### src/rtl/stopwatch_pkg.sv
// Shared stopwatch definitions: FSM state codes and BCD digit geometry.
package stopwatch_pkg;

  localparam int unsigned DIGIT_W    = 4;
  localparam int unsigned NUM_DIGITS = 7;
  localparam int unsigned STATE_W    = 4;
  localparam int unsigned DISP_W     = NUM_DIGITS * DIGIT_W;

  // Largest value held by a units digit (0-9) and a tens-of-sec/min digit (0-5)
  localparam logic [DIGIT_W-1:0] DEC_MAX = DIGIT_W'(9);
  localparam logic [DIGIT_W-1:0] SEX_MAX = DIGIT_W'(5);

  // 59:59.999 packed as {min_t, min_o, sec_t, sec_o, ms_h, ms_t, ms_o}
  localparam logic [DISP_W-1:0] LIVE_MAX =
    {SEX_MAX, DEC_MAX, SEX_MAX, DEC_MAX, DEC_MAX, DEC_MAX, DEC_MAX};

  typedef enum logic [STATE_W-1:0] {
    ST_IDLE   = 4'd0,
    ST_CLEAR  = 4'd1,
    ST_PAUSED = 4'd2,
    ST_RUN    = 4'd3
  } sw_state_e;

endpackage

### src/rtl/stopwatch_control_bcd_digit.sv
// Mod-(MAX+1) BCD digit with increment-in, carry-out and synchronous clear.
module bcd_digit
  import stopwatch_pkg::*;
#(
  parameter logic [DIGIT_W-1:0] MAX = DEC_MAX
) (
  input  logic               clk,
  input  logic               rst_n,
  input  logic               clr_i,
  input  logic               inc_i,
  output logic [DIGIT_W-1:0] q,
  output logic [DIGIT_W-1:0] nxt_c,
  output logic               carry_c
);

  logic [DIGIT_W-1:0] q_q;
  logic [DIGIT_W-1:0] q_d;

  // Next digit value: clear wins, otherwise wrap to zero past MAX
  always_comb begin
    q_d     = q_q;
    carry_c = inc_i && (q_q == MAX);
    if (clr_i) begin
      q_d = '0;
    end else if (inc_i) begin
      q_d = (q_q == MAX) ? '0 : q_q + DIGIT_W'(1);
    end
  end

  // Digit register
  always_ff @(posedge clk or negedge rst_n) begin
    if (!rst_n) q_q <= '0;
    else        q_q <= q_d;
  end

  assign q     = q_q;
  assign nxt_c = q_d;

endmodule

### src/rtl/stopwatch_control.sv
// Stopwatch control: run/pause/clear FSM, 7-digit BCD counter, lap freeze.
module stopwatch_control
  import stopwatch_pkg::*;
#(
  parameter int unsigned ROLLOVER = 1
) (
  input  logic        clk,
  input  logic        rst_n,
  input  logic        start_btn,
  input  logic        stop_btn,
  input  logic        reset_btn,
  input  logic        lap_btn,
  input  logic        oneMilliSecond,
  output logic [3:0]  state,
  output logic [27:0] digits,
  output logic        lap_hold,
  output logic        overflow
);

  sw_state_e             state_q, state_d;
  logic [DISP_W-1:0]     live_q, live_d;
  logic [DISP_W-1:0]     snap_q, snap_d;
  logic [DISP_W-1:0]     digits_q, digits_d;
  logic                  lap_hold_q, lap_hold_d;
  logic                  overflow_q, overflow_d;
  logic [NUM_DIGITS-1:0] carry;
  logic                  reset_req, stop_req, start_req, lap_req;
  logic                  tick_run, at_max, inc_en, clr_live, ovf_evt;

  // Button priority: reset > stop > start > lap
  always_comb begin
    reset_req = reset_btn;
    stop_req  = !reset_btn && stop_btn;
    start_req = !reset_btn && !stop_btn && start_btn;
    lap_req   = !reset_btn && !stop_btn && !start_btn && lap_btn;
  end

  // Next-state logic; reset request overrides every state
  always_comb begin
    state_d = state_q;
    case (state_q)
      ST_IDLE:   if (start_req) state_d = ST_RUN;
      ST_RUN:    if (stop_req)  state_d = ST_PAUSED;
      ST_PAUSED: if (start_req) state_d = ST_RUN;
      ST_CLEAR:  state_d = ST_IDLE;
      default:   state_d = ST_CLEAR;
    endcase
    if (reset_req) state_d = ST_CLEAR;
  end

  // Counter enables; saturate mode blocks the increment at 59:59.999
  always_comb begin
    clr_live = (state_q == ST_CLEAR);
    tick_run = oneMilliSecond && (state_q == ST_RUN);
    at_max   = (live_q == LIVE_MAX);
    inc_en   = tick_run && !(at_max && (ROLLOVER == 0));
    ovf_evt  = (ROLLOVER != 0) ? carry[NUM_DIGITS-1] : (tick_run && at_max);
  end

  // Live counter digits, least significant first, carry rippling upward
  bcd_digit #(.MAX(DEC_MAX)) u_ms_o  (.clk(clk), .rst_n(rst_n), .clr_i(clr_live), .inc_i(inc_en),
    .q(live_q[3:0]),   .nxt_c(live_d[3:0]),   .carry_c(carry[0]));
  bcd_digit #(.MAX(DEC_MAX)) u_ms_t  (.clk(clk), .rst_n(rst_n), .clr_i(clr_live), .inc_i(carry[0]),
    .q(live_q[7:4]),   .nxt_c(live_d[7:4]),   .carry_c(carry[1]));
  bcd_digit #(.MAX(DEC_MAX)) u_ms_h  (.clk(clk), .rst_n(rst_n), .clr_i(clr_live), .inc_i(carry[1]),
    .q(live_q[11:8]),  .nxt_c(live_d[11:8]),  .carry_c(carry[2]));
  bcd_digit #(.MAX(DEC_MAX)) u_sec_o (.clk(clk), .rst_n(rst_n), .clr_i(clr_live), .inc_i(carry[2]),
    .q(live_q[15:12]), .nxt_c(live_d[15:12]), .carry_c(carry[3]));
  bcd_digit #(.MAX(SEX_MAX)) u_sec_t (.clk(clk), .rst_n(rst_n), .clr_i(clr_live), .inc_i(carry[3]),
    .q(live_q[19:16]), .nxt_c(live_d[19:16]), .carry_c(carry[4]));
  bcd_digit #(.MAX(DEC_MAX)) u_min_o (.clk(clk), .rst_n(rst_n), .clr_i(clr_live), .inc_i(carry[4]),
    .q(live_q[23:20]), .nxt_c(live_d[23:20]), .carry_c(carry[5]));
  bcd_digit #(.MAX(SEX_MAX)) u_min_t (.clk(clk), .rst_n(rst_n), .clr_i(clr_live), .inc_i(carry[5]),
    .q(live_q[27:24]), .nxt_c(live_d[27:24]), .carry_c(carry[6]));

  // Lap snapshot, hold flag, sticky overflow and the registered display
  always_comb begin
    snap_d     = snap_q;
    lap_hold_d = lap_hold_q;
    overflow_d = overflow_q || ovf_evt;
    if (clr_live) begin
      snap_d     = '0;
      lap_hold_d = 1'b0;
      overflow_d = 1'b0;
    end else if (lap_req) begin
      if ((state_q == ST_RUN) && !lap_hold_q) begin
        snap_d     = live_q;
        lap_hold_d = 1'b1;
      end else if (((state_q == ST_RUN) || (state_q == ST_PAUSED)) && lap_hold_q) begin
        lap_hold_d = 1'b0;
      end
    end
    digits_d = lap_hold_d ? snap_d : live_d;
  end

  // Control and output registers
  always_ff @(posedge clk or negedge rst_n) begin
    if (!rst_n) begin
      state_q    <= ST_IDLE;
      snap_q     <= '0;
      digits_q   <= '0;
      lap_hold_q <= 1'b0;
      overflow_q <= 1'b0;
    end else begin
      state_q    <= state_d;
      snap_q     <= snap_d;
      digits_q   <= digits_d;
      lap_hold_q <= lap_hold_d;
      overflow_q <= overflow_d;
    end
  end

  assign state    = state_q;
  assign digits   = digits_q;
  assign lap_hold = lap_hold_q;
  assign overflow = overflow_q;

endmodule

### config.mk
export PLATFORM = sky130hd
export DESIGN_NAME = stopwatch_control
export DESIGN_NICKNAME = d
export VERILOG_FILES = /design/src/rtl/stopwatch_pkg.sv /design/src/rtl/stopwatch_control_bcd_digit.sv /design/src/rtl/stopwatch_control.sv
export SDC_FILE = /design/constraint.sdc
export NUM_CORES = 1
export LEC_CHECK = 0
export BUFFER_PORTS_ARGS = -buffer_cell sky130_fd_sc_hd__buf_2
export CELL_PAD_IN_SITES_DETAIL_PLACEMENT = 0
export CELL_PAD_IN_SITES_GLOBAL_PLACEMENT = 1
export CORE_MARGIN = 2
export CORE_UTILIZATION = 42
export DETAILED_ROUTE_END_ITERATION = 12
export PLACE_DENSITY_LB_ADDON = 0.15
export SLEW_MARGIN = 25
export SYNTH_ARGS = -nofsm -noshare
export SYNTH_HDL_FRONTEND = slang
export SYNTH_SLANG_ARGS = --single-unit
### constraint.sdc
create_clock -name clk -period 1.8 [get_ports clk]
set_input_delay 0.09 -clock clk [delete_from_list [all_inputs] [get_ports clk]]
set_output_delay 0.09 -clock clk [all_outputs]
set_load 0.005 [all_outputs]
==> results of run 1 <==
==> synthesized netlist by cell type (all sizes together) (2+ instances only) <==
cell type,instances,area share (%)
nor2,34,3.0
a221oi,3,0.61
and2,3,0.46
o211ai,2,0.35
ha,12,3.5
o21a,5,0.86
buf,19,2.3
nor3b,2,0.35
a22o,5,1.0
or3,3,0.43
inv,13,1.1
o31ai,3,0.52
xnor2,2,0.40
a32oi,3,0.61
nor3,4,0.84
a31oi,6,0.86
dfrtp,88,51
a22oi,19,3.3
xor2,2,0.40
nand4,3,0.58
nor4,4,0.58
o21bai,2,0.35
o31a,5,1.0
mux2,9,2.3
nor2b,4,0.58
or4,2,0.35
and4b,2,0.55
o2bb2ai,19,5.3
o21ai,23,3.0
nand3,16,2.2
a21oi,22,2.5
mux2i,6,1.4
and3b,7,1.4
clkbuf,6,0.52
nand2,34,3.0
==> area by class of cell <==
cell class,count,area [µm²]
clock buffers,11,151
multi-input cells,281,2290
repair buffers,133,1000
clock inverters,5,103
well taps,136,170
flip-flops and latches,88,2200
inverters,13,48.8
fillers,867,4220
==> per-stage QoR <==
stage               setup WS (ns)  TNS (ns)  cell area [µm²]  hold slack [ns]  cells
finish                     -0.128    -0.663             5970          0.00737    667
global route               -0.184     -2.31             5970          0.00890    667
CTS                        -0.103     -1.01             5700          0.00141    662
detailed placement         -0.186     -2.24             5240           0.0637    638
global placement           -0.108     -1.32             5240           0.0602    638
floorplan                 -0.0998    -0.366             4350           -0.206    407
==> power groups by stage <==
stage / sequential [mW] / clock (mW) / combinational (mW)
2_1_floorplan: 2.04 / 0 / 0.114
3_3_place_gp: 2.03 / 0 / 0.285
3_5_place_dp: 2.03 / 0 / 0.286
4_1_cts: 1.99 / 1.75 / 0.295
5_1_grt: 2.00 / 1.85 / 0.333
6_report: 1.99 / 1.73 / 0.303
==> routing by layer <==
layer / vias to the layer above / GRT usage, % / wire, µm
li1: 1723 / - / -
met2: 69 / 33.6 / 5570
met4: 0 / 6.67 / 124
met3: 9 / 3.65 / 415
met1: 1787 / 30.3 / 5500
met5: - / 0 / 0
==> worst max-delay path, delay by kind of cell, from the launching register on <==
family	cells	cell delay, ns
AND/OR/NAND/NOR	3	0.64
adder cells (fa/ha/maj)	1	0.13
buffers and inverters	1	0.07
AO/OA/AOI/OAI	2	0.60
flip-flops	1	0.40
==> cells by family (layout without fill, tap and decap cells) <==
| logic type | Yosys count | after routing |
|---|---|---|
| fa+ha+maj | 12 | 12 |
| buf+inv | 38 | 162 |
| flops | 88 | 88 |
| xor+xnor | 4 | 4 |
| simple gates | 126 | 126 |
| compound gates | 122 | 122 |
| other cells | 1 | 2 |
| mux | 15 | 15 |
==> sequential cells by signal, indices dropped and copies added, names as in the netlist <==
signal,count
snap_q,28
u_ms_t.q,4
u_ms_o.q,4
u_sec_o.q,4
u_sec_t.q,4
u_ms_h.q,4
u_min_t.q,4
lap_hold,1
overflow,1
state,2
u_min_o.q,4
digits,28
==> worst paths after layout <==
path                                   from          to  slack [ns]  cells after the start
worst max-delay path            u_ms_o.q[1]  digits[23]       -0.13                      7
worst min-delay path              start_btn    state[1]       0.007                      3
worst max register to register  u_ms_o.q[1]  digits[23]       -0.13                      7
worst min register to register    snap_q[4]   snap_q[4]        0.52                      1
max in group asynchronous             rst_n  snap_q[17]        1.03                      3
min in group asynchronous             rst_n   snap_q[1]        0.18                      2
==> what timing repair did <==
action                                  4_1_cts  5_1_grt
resized for setup                            29       50
buffers inserted                              5        7
endpoints found under the setup margin       30       39
hold endpoints to repair                     31        0
hold buffers                                  3        0
pin swaps                                    23       21
==> impl_metrics.tcl, run 1 <==
set metrics [dict create \
    finalCritPeriodShare_pct 107 \
    ant_nets 0 \
    p_int_mw 3.09 \
    fin_nets 545 \
    dp_hpwl_um 7800 \
    cts_buffers 9 \
    ioPinCount 41 \
    first_pass_iters 4 \
    fin_util_pct 58.6 \
    switching_power_uw 941 \
    final_common_cell "dfrtp_1" \
    ys.flop_type "dfrtp_1" \
    hold_violations 0 \
    first_iter_violations 162 \
    worstSetupEndpointType "flip-flop" \
    die_y_um 106 \
    leakagePower_nw 2.77 \
    initial_core_util_pct 42.6 \
    power.total_mw 4.03 \
    die_x_um 106 \
    synthCells 406 \
    path_cells "inv_2 -> ha_4 -> and4b_4 -> and4_4 -> nand2_4 -> o31a_1 -> a221oi_2" \
    antenna_found_initial 0 \
    skew_ns 0.0118 \
    area_growth_pct 37.4 \
    drv_slew 0 \
    layout_setup_ws_ns -0.128 \
    final_cell_mix "dfrtp_1 (88), buf_4 (77), buf_2 (37), nand2_1 (31), nor2_1 (30)" \
    cts_tree "done" \
    synth_area_um2 4340 \
    synth_compound_area_share_pct 21.2 \
    grt_usage_pct 21.4 \
    cts_root_buffer "clkbuf_8" \
    rsz0062_at_grt "yes" \
    vdd_drop_max_uv 365 \
    run_status "complete, but fails checks" \
    port_buffers 38 \
    hold_path_class "input port to flip-flop" \
    violations "negative setup slack" \
    cp.required_ns 2.09 \
    p_sw_share_pct 23.4 \
    synth_seq_cells 88 \
    wl_per_cell_um 17.4 \
    crit_path_max_fanout 4 \
    via_count 3588 \
    setup_viol 13 \
    period_minus_slack_ns 1.93 \
    core-area_um2 10200 \
    power_frac_comb_pct 7.5 \
    grt_pass1_wl_um 18600 \
    worst_skew_pair.late_latency_ns 0.38 \
    htreeDepth 3 \
    slowest_delay_ns 0.40 \
    cp.arrival_ns 2.22 \
    power_density_nw_per_um2 675 \
    cts_buffer_depth 2 \
    clk_pin_slew_worst_paths_ns 0.09 \
    max_freq_mhz 519 \
    start_kind "flip-flop" \
    synth_top_family_by_area "compound AO/OA/AOI/OAI gates" \
    cts_num_sinks 88 \
    via_per_inst 5.38 \
    critPathKind "flip-flop to flip-flop" \
    gr-total-overflow 0 \
    dieArea_um2 11200 \
    yosys.area_share.xor_xnor_pct 0.807 \
    syn_area_per_cell_um2 10.7 \
    ys_types 65 \
    maxCapViolCount 0 \
    synth_seq_area_share_pct 50.7 \
    grt_pass1_vias 3562 \
    antenna_cells 0 \
    slowest_stage "dfrtp_1" \
    synth-simple-area-share_pct 16.1 \
    gp_congestion 0.836 \
    synthArstFlopShare_pct 100 \
    drive_above_1_share_pct 41.4 \
    placementRows 37 \
    grt_max_degree 43 \
    muxShareOfSynthArea_pct 3.72 \
    seq_power_share_pct 49.5 \
    synth_fa_ha_area_share_pct 3.46 \
    synth_warnings 0 \
    drc 0 \
    pwr-share-clk_pct 42.9 \
    drt-total-wl_um 11600 \
    synth-edff-count 0 \
]
Power figures use the tool's default switching activity.
==> inputs of run 2 (changes only) <==
--- a/config.mk
+++ b/config.mk
@@ -5,14 +5,17 @@
 export SDC_FILE = /design/constraint.sdc
 export NUM_CORES = 1
 export LEC_CHECK = 0
+export ABC_AREA = 1
 export BUFFER_PORTS_ARGS = -buffer_cell sky130_fd_sc_hd__buf_2
 export CELL_PAD_IN_SITES_DETAIL_PLACEMENT = 0
 export CELL_PAD_IN_SITES_GLOBAL_PLACEMENT = 1
 export CORE_MARGIN = 2
-export CORE_UTILIZATION = 42
+export CORE_UTILIZATION = 39
 export DETAILED_ROUTE_END_ITERATION = 12
+export GPL_TIMING_DRIVEN = 0
 export PLACE_DENSITY_LB_ADDON = 0.15
 export SLEW_MARGIN = 25
 export SYNTH_ARGS = -nofsm -noshare
 export SYNTH_HDL_FRONTEND = slang
+export SYNTH_HIERARCHICAL = 1
 export SYNTH_SLANG_ARGS = --single-unit
==> run 2 against run 1 <==
- the run still ends with negative setup slack left
- critical endpoint is now digits[26]
- critical path depth is 28 higher
- largest power group unchanged
- via count is 19% higher
- synthesized area is 3.9% higher
- hold slack better by 0.051 ns
- sequential share of layout area is 1.2 points higher
- worst setup slack worse by 1.2 ns
- utilization is 7.7 points lower
- fmax is 38% lower
- non-clock buffer count is 17 lower
- largest cell class is now registers
- global-route usage is 0.55 points lower
==> impl_metrics.tcl, run 2 <==
set metrics [dict create \
    first_pass_iters 4 \
    muxShareOfSynthArea_pct 0 \
    synthCells 608 \
    dp_slack_ns -1.78 \
    yosys.area_share.xor_xnor_pct 0 \
    maxCapViolCount 0 \
    core-area_um2 11400 \
    start_kind "flip-flop" \
    synth_area_leaders "dfrtp_1 (49%), nand2_1 (21%), a21oi_1 (4.1%)" \
    final_cell_mix "nand2_1 (241), dfrtp_1 (87), buf_2 (53), buf_4 (42), inv_1 (35)" \
    slowest_stage "dfrtp_1" \
    finalCritPeriodShare_pct 172 \
    htreeDepth 3 \
    slowest_delay_ns 0.36 \
    grt_pass1_wl_um 20700 \
    cp.arrival_ns 3.38 \
    skew_ns 0.00640 \
    port_buffers 38 \
    synth_fa_ha_area_share_pct 0 \
    worstSetupEndpointType "flip-flop" \
    synth_seq_cells 88 \
    placementRows 39 \
    synthArstFlopShare_pct 100 \
    synth_seq_area_share_pct 48.8 \
    synth_top_area_cell "dfrtp_1" \
    cts_buffers 9 \
    cts_root_buffer "clkbuf_16" \
    area_growth_pct 28.2 \
    ioPinCount 41 \
    die_y_um 112 \
    violations "negative setup slack" \
    cp_top_family "simple AND/OR/NAND/NOR gates" \
    antenna_found_initial 0 \
    grt_max_degree 54 \
    critPathKind "flip-flop to flip-flop" \
    cp_num_buf_inv 9 \
    via_per_inst 5.01 \
    synth_top_area_share_pct 48.8 \
    die_x_um 112 \
    instances_no_fill 852 \
    drc 0 \
    first_iter_violations 171 \
    synth_compound_area_share_pct 6.85 \
    hold_path_class "input port to flip-flop" \
    initial_core_util_pct 39.7 \
    cts_num_sinks 88 \
    hold_violations 0 \
    power_density_nw_per_um2 724 \
    via_count 4267 \
    leakagePower_nw 3.25 \
    holdWs_ns 0.0586 \
    final_common_cell "nand2_1" \
    grt_usage_pct 20.9 \
    ys_top_cells_by_count "nand2_1 (254), dfrtp_1 (88), inv_1 (41)" \
    synth_area_um2 4510 \
    gr-total-overflow 0 \
    fin_nets 712 \
    run_status "complete, but fails checks" \
    gp_congestion 0.806 \
    dp_hpwl_um 7640 \
    setup_viol 42 \
    layout_setup_ws_ns -1.30 \
    dieArea_um2 12400 \
    synth-simple-area-share_pct 36.4 \
    vdd_drop_max_uv 489 \
    slew_headroom_pct 64.1 \
    dp.cells 791 \
    syn_area_per_cell_um2 7.42 \
    antenna_cells 0 \
    fin_setup_tns_ns -32.65 \
    clk_pin_slew_worst_paths_ns 0.06 \
    synth_warnings 6 \
    drive_above_1_share_pct 28.9 \
    drt-total-wl_um 12500 \
    worst_pin_slew_ns 0.538 \
    drv_slew 0 \
    period_minus_slack_ns 3.10 \
    synth-edff-count 0 \
    worst_skew_pair.late_latency_ns 0.35 \
    wl_per_cell_um 14.6 \
    ys.flop_type "dfrtp_1" \
    cts_tree "done" \
    max_freq_mhz 323 \
    cts_buffer_depth 2 \
    grt_pass1_vias 4225 \
    rsz0062_at_grt "yes" \
    fin_util_pct 50.9 \
    cp.required_ns 2.08 \
    synth_top_family_by_area "simple AND/OR/NAND/NOR gates" \
    ant_nets 0 \
    crit_path_max_fanout 4 \
    ys_types 22 \
    yosysMostFrequentCell "nand2_1" \
]
==> run 2: cell count changes in the layout (fill, tap and decap cells not counted), moves of 13 or more <==
cell | previous run | this run
inv_1 | 12 | 35
buf_4 | 77 | 42
o21ai_0 | 16 | 3
nand4_1 | 2 | 28
nand2_2 | 1 | 18
buf_2 | 37 | 53
nand2_1 | 31 | 241
a21oi_1 | 17 | 31
a22oi_1 | 19 | 0
nand3_1 | 11 | 33
==> run 2: cell type report <==
type                       count  area, µm²
timing repair buffer          85        602
inverter                      49        189
fill                        1119       5590
multi-input combinational    441       2140
tap                          143        179
clock inverter                 3       17.5
sequential                    88       2200
clock buffer                  12        256
buffer                        31        195
==> run 2: per-layer routing <==
metal  up-vias  GRT usage (%)  wire length [µm]
li1       2121              -                 -
met5         -              0                 0
met3        16           3.16               432
met2        90           34.2              5870
met1      2040           28.2              5940
met4         0           7.57               217
==> run 2: through the flow <==
step / area, µm² / power (mW)
floorplan: 4560 / 2.25
global placement: 4930 / 2.41
detailed placement: 4960 / 2.42
CTS: 5590 / 4.23
global route: 5780 / 4.38
finish: 5780 / 4.19
==> run 2: tightest hold or removal path, cell delays in order <==
cell and delay (ns):
buf_2 0.13, nor2_1 0.07, o21ai_0 0.08
==> run 2: where the power goes <==
| group | switching (mW) | total (mW) | leakage, nW | internal (mW) |
|---|---|---|---|---|
| combinational | 0.315 | 0.430 | 1.89 | 0.115 |
| sequential | 0.0106 | 2.00 | 1.22 | 1.99 |
| clock | 0.761 | 1.76 | 0.134 | 0.999 |
| total | 1.09 | 4.19 | 3.25 | 3.10 |
==> run 2: path summary, 6_finish.rpt <==
check                      startpoint     endpoint  slack [ns]  depth (start not counted)
max in group asynchronous       rst_n     state[0]        1.00                          3
max                          state[1]   digits[26]       -1.30                         35
min in group asynchronous       rst_n  u_ms_o/q[2]        0.21                          2
min                         reset_btn     state[0]        0.06                          3
max reg2reg                  state[1]   digits[26]       -1.30                         35
min reg2reg                  overflow     overflow        0.49                          2
==> run 2: kinds of logic (layout without fill, tap and decap cells) <==
kind of cell,count (synthesis),in the layout
AOI/OAI and AO/OA,58,58
buffers and inverters,80,180
DFF,88,88
other,1,2
and+or+nand+nor,381,381
==> run 2: what timing repair did <==
item,4_1_cts,5_1_grt
hold endpoints to repair,35,0
buffers inserted,39,14
setup endpoints to repair,55,45
resized for setup,23,40
pin swaps,29,38
hold buffers,1,0
==> inputs of run 3 (changes only) <==
--- a/config.mk
+++ b/config.mk
@@ -9,7 +9,6 @@
 export BUFFER_PORTS_ARGS = -buffer_cell sky130_fd_sc_hd__buf_2
 export CELL_PAD_IN_SITES_DETAIL_PLACEMENT = 0
 export CELL_PAD_IN_SITES_GLOBAL_PLACEMENT = 1
-export CORE_MARGIN = 2
 export CORE_UTILIZATION = 39
 export DETAILED_ROUTE_END_ITERATION = 12
 export GPL_TIMING_DRIVEN = 0
==> run 3 against run 2 <==
- the flow still finishes with violations (negative setup slack)
- critical path depth down 1
- die area down 3.6%
- power rose by 0.10%
- fmax rose by 1.2%
- clock skew fell by 0.0027 ns
- first-iteration DRC count up 43%
- clock power is essentially flat
- final cell count down 2.8%
- non-clock buffer count decreased by 20
==> impl_metrics.tcl, run 3 (same netlist as run 2, synthesis figures left out) <==
set metrics [dict create \
    run_status "complete, but fails checks" \
    violations "negative setup slack" \
    setup_viol 39 \
    slew_headroom_pct 64.9 \
    drt-total-wl_um 11700 \
    cts_root_buffer "clkbuf_16" \
    pwr-share-clk_pct 42.7 \
    maxCapViolCount 0 \
    via_per_inst 4.97 \
    p_int_mw 3.13 \
    slowest_delay_ns 0.41 \
    crit_top_cell "nand2_2" \
    grt_pass1_vias 3986 \
    use_met2_pct 35.3 \
    seq_area_um2 2200 \
    fin_nets 692 \
    critPathKind "flip-flop to flip-flop" \
    finalCritPeriodShare_pct 170 \
    vdd_drop_max_uv 483 \
    use_met1_pct 29.1 \
    cp.arrival_ns 3.34 \
    area_growth_pct 23.5 \
    first_iter_violations 244 \
    reg2regPathDepth 34 \
    fill_cells 1114 \
    r2r_setup_slack_ns -1.26 \
    htreeDepth 3 \
    power_density_nw_per_um2 753 \
    fin_setup_tns_ns -27.65 \
    leakagePower_nw 3.09 \
    dieArea_um2 12000 \
    dp_hpwl_um 7470 \
    layout_setup_ws_ns -1.26 \
    hold_path_class "input port to flip-flop" \
    power_frac_comb_pct 9.6 \
    cp.required_ns 2.08 \
    grt_max_degree 61 \
    clk_pin_slew_worst_paths_ns 0.06 \
    min_to "state[0]" \
    rsz0062_at_grt "yes" \
    dp_slack_ns -1.75 \
    worst_pin_slew_ns 0.527 \
    instances_no_fill 828 \
    grt_pass1_wl_um 19600 \
    grt_busiest_layer "met2" \
    worst_r2r_startpoint "state[1]" \
    via_count 4119 \
    ioPinCount 41 \
    antenna_cells 0 \
    skew_ns 0.00370 \
    start_kind "flip-flop" \
    cts_buffers 9 \
    initial_core_util_pct 40.7 \
    final_cell_mix "nand2_1 (246), dfrtp_1 (87), buf_2 (53), inv_1 (34)" \
    core-area_um2 11100 \
    ant_nets 0 \
    gr-total-overflow 0 \
    power.total_mw 4.19 \
    p_sw_share_pct 25.4 \
    gp_congestion 0.781 \
    grt.met3_usage_pct 3.38 \
    period_minus_slack_ns 3.06 \
    dp.cells 788 \
    wl_per_cell_um 14.2 \
    worst_skew_pair.late_latency_ns 0.34 \
    slowest_stage "dfrtp_1" \
    drc 0 \
    max_freq_mhz 327 \
    antenna_found_initial 0 \
    port_buffers 38 \
    seq_power_share_pct 47.7 \
    crit_path_max_fanout 4 \
    switching_power_mw 1.07 \
    worstSetupEndpointType "flip-flop" \
    cts_num_sinks 88 \
    die_x_um 110 \
    cts_buffer_depth 2 \
    placementRows 38 \
    cts_tree "done" \
    drive_above_1_share_pct 25.7 \
    multiInputGateArea_um2 2100 \
    die_y_um 110 \
    min_from "reset_btn" \
    min_path_cells 3 \
    grt_usage_pct 21.8 \
    first_pass_iters 4 \
    rr_endpoint "digits[26]" \
    final_common_cell "nand2_1" \
    drv_slew 0 \
    hold_violations 0 \
]
[run 3: changes by cell type in the layout (fill, tap and decap cells not counted), moves of 3 or more]
cell | previous run | this run
buf_4 | 42 | 26
nand2_1 | 241 | 246
buf_6 | 12 | 8
nand2_4 | 9 | 6
[run 3: cell type report]
| class | instances | share of cell area [%] |
|---|---|---|
| Buffer | 30 | 3.19 |
| Clock buffer | 14 | 4.92 |
| Inverter | 49 | 3.44 |
| Multi-Input combinational cell | 441 | 37.7 |
| Sequential cell | 88 | 39.5 |
| Tap cell | 140 | 3.14 |
| Timing Repair Buffer | 66 | 8.04 |
[run 3: layer usage]
layer | part of all wire (%) | routed length, µm
met1 | 47 | 5580
met2 | 47 | 5580
met3 | 2.9 | 344
met4 | 2.1 | 245
met5 | 0 | 0
[run 3: worst max path at each step]
| stage | depth (start not counted) | to | start | slack (ns) |
|---|---|---|---|---|
| finish | 34 | digits[26] | state[1] | -1.26 |
| global route | 34 | digits[26] | state[1] | -1.52 |
| CTS | 35 | digits[26] | state[1] | -1.30 |
| detailed placement | 34 | digits[26] | state[0] | -1.75 |
| global placement | 34 | digits[26] | state[0] | -1.68 |
| floorplan | 34 | digits[26] | state[1] | -1.17 |
[run 3: power by group through the flow]
stage / logic, mW / clock network, mW / registers (mW)
4_1_cts: 0.407 / 1.83 / 2.00
2_1_floorplan: 0.215 / 0 / 2.04
3_3_place_gp: 0.368 / 0 / 2.04
5_1_grt: 0.450 / 1.92 / 2.00
3_5_place_dp: 0.377 / 0 / 2.04
6_report: 0.404 / 1.79 / 2.00
[run 3: stage by stage]
step | utilization [%] | cell area (µm²) | hold WS, ns
2_1_floorplan | - | 4560 | -0.206
3_3_place_gp | 44.4 | 4920 | 0.366
3_5_place_dp | 44.7 | 4960 | -0.0122
4_1_cts | 49.7 | 5510 | 0.0145
5_1_grt | 50.3 | 5570 | 0.0372
6_report | 50.3 | 5570 | 0.0261
[run 3: worst max-delay path: cells and delay by family, from the launching register on]
family	cells	cell delay, ns
buffers and inverters	8	0.61
and+or+nand+nor	26	1.95
DFF	1	0.41
[run 3: repair_timing]
| item | in CTS | in global routing |
|---|---|---|
| resized for setup | 22 | 27 |
| endpoints found under the setup margin | 52 | 42 |
| hold buffers | 1 | 0 |
| hold endpoints to repair | 88 | 0 |
| setup buffers | 27 | 8 |
| pin swaps | 21 | 28 |
| gates cloned | 0 | 0 |
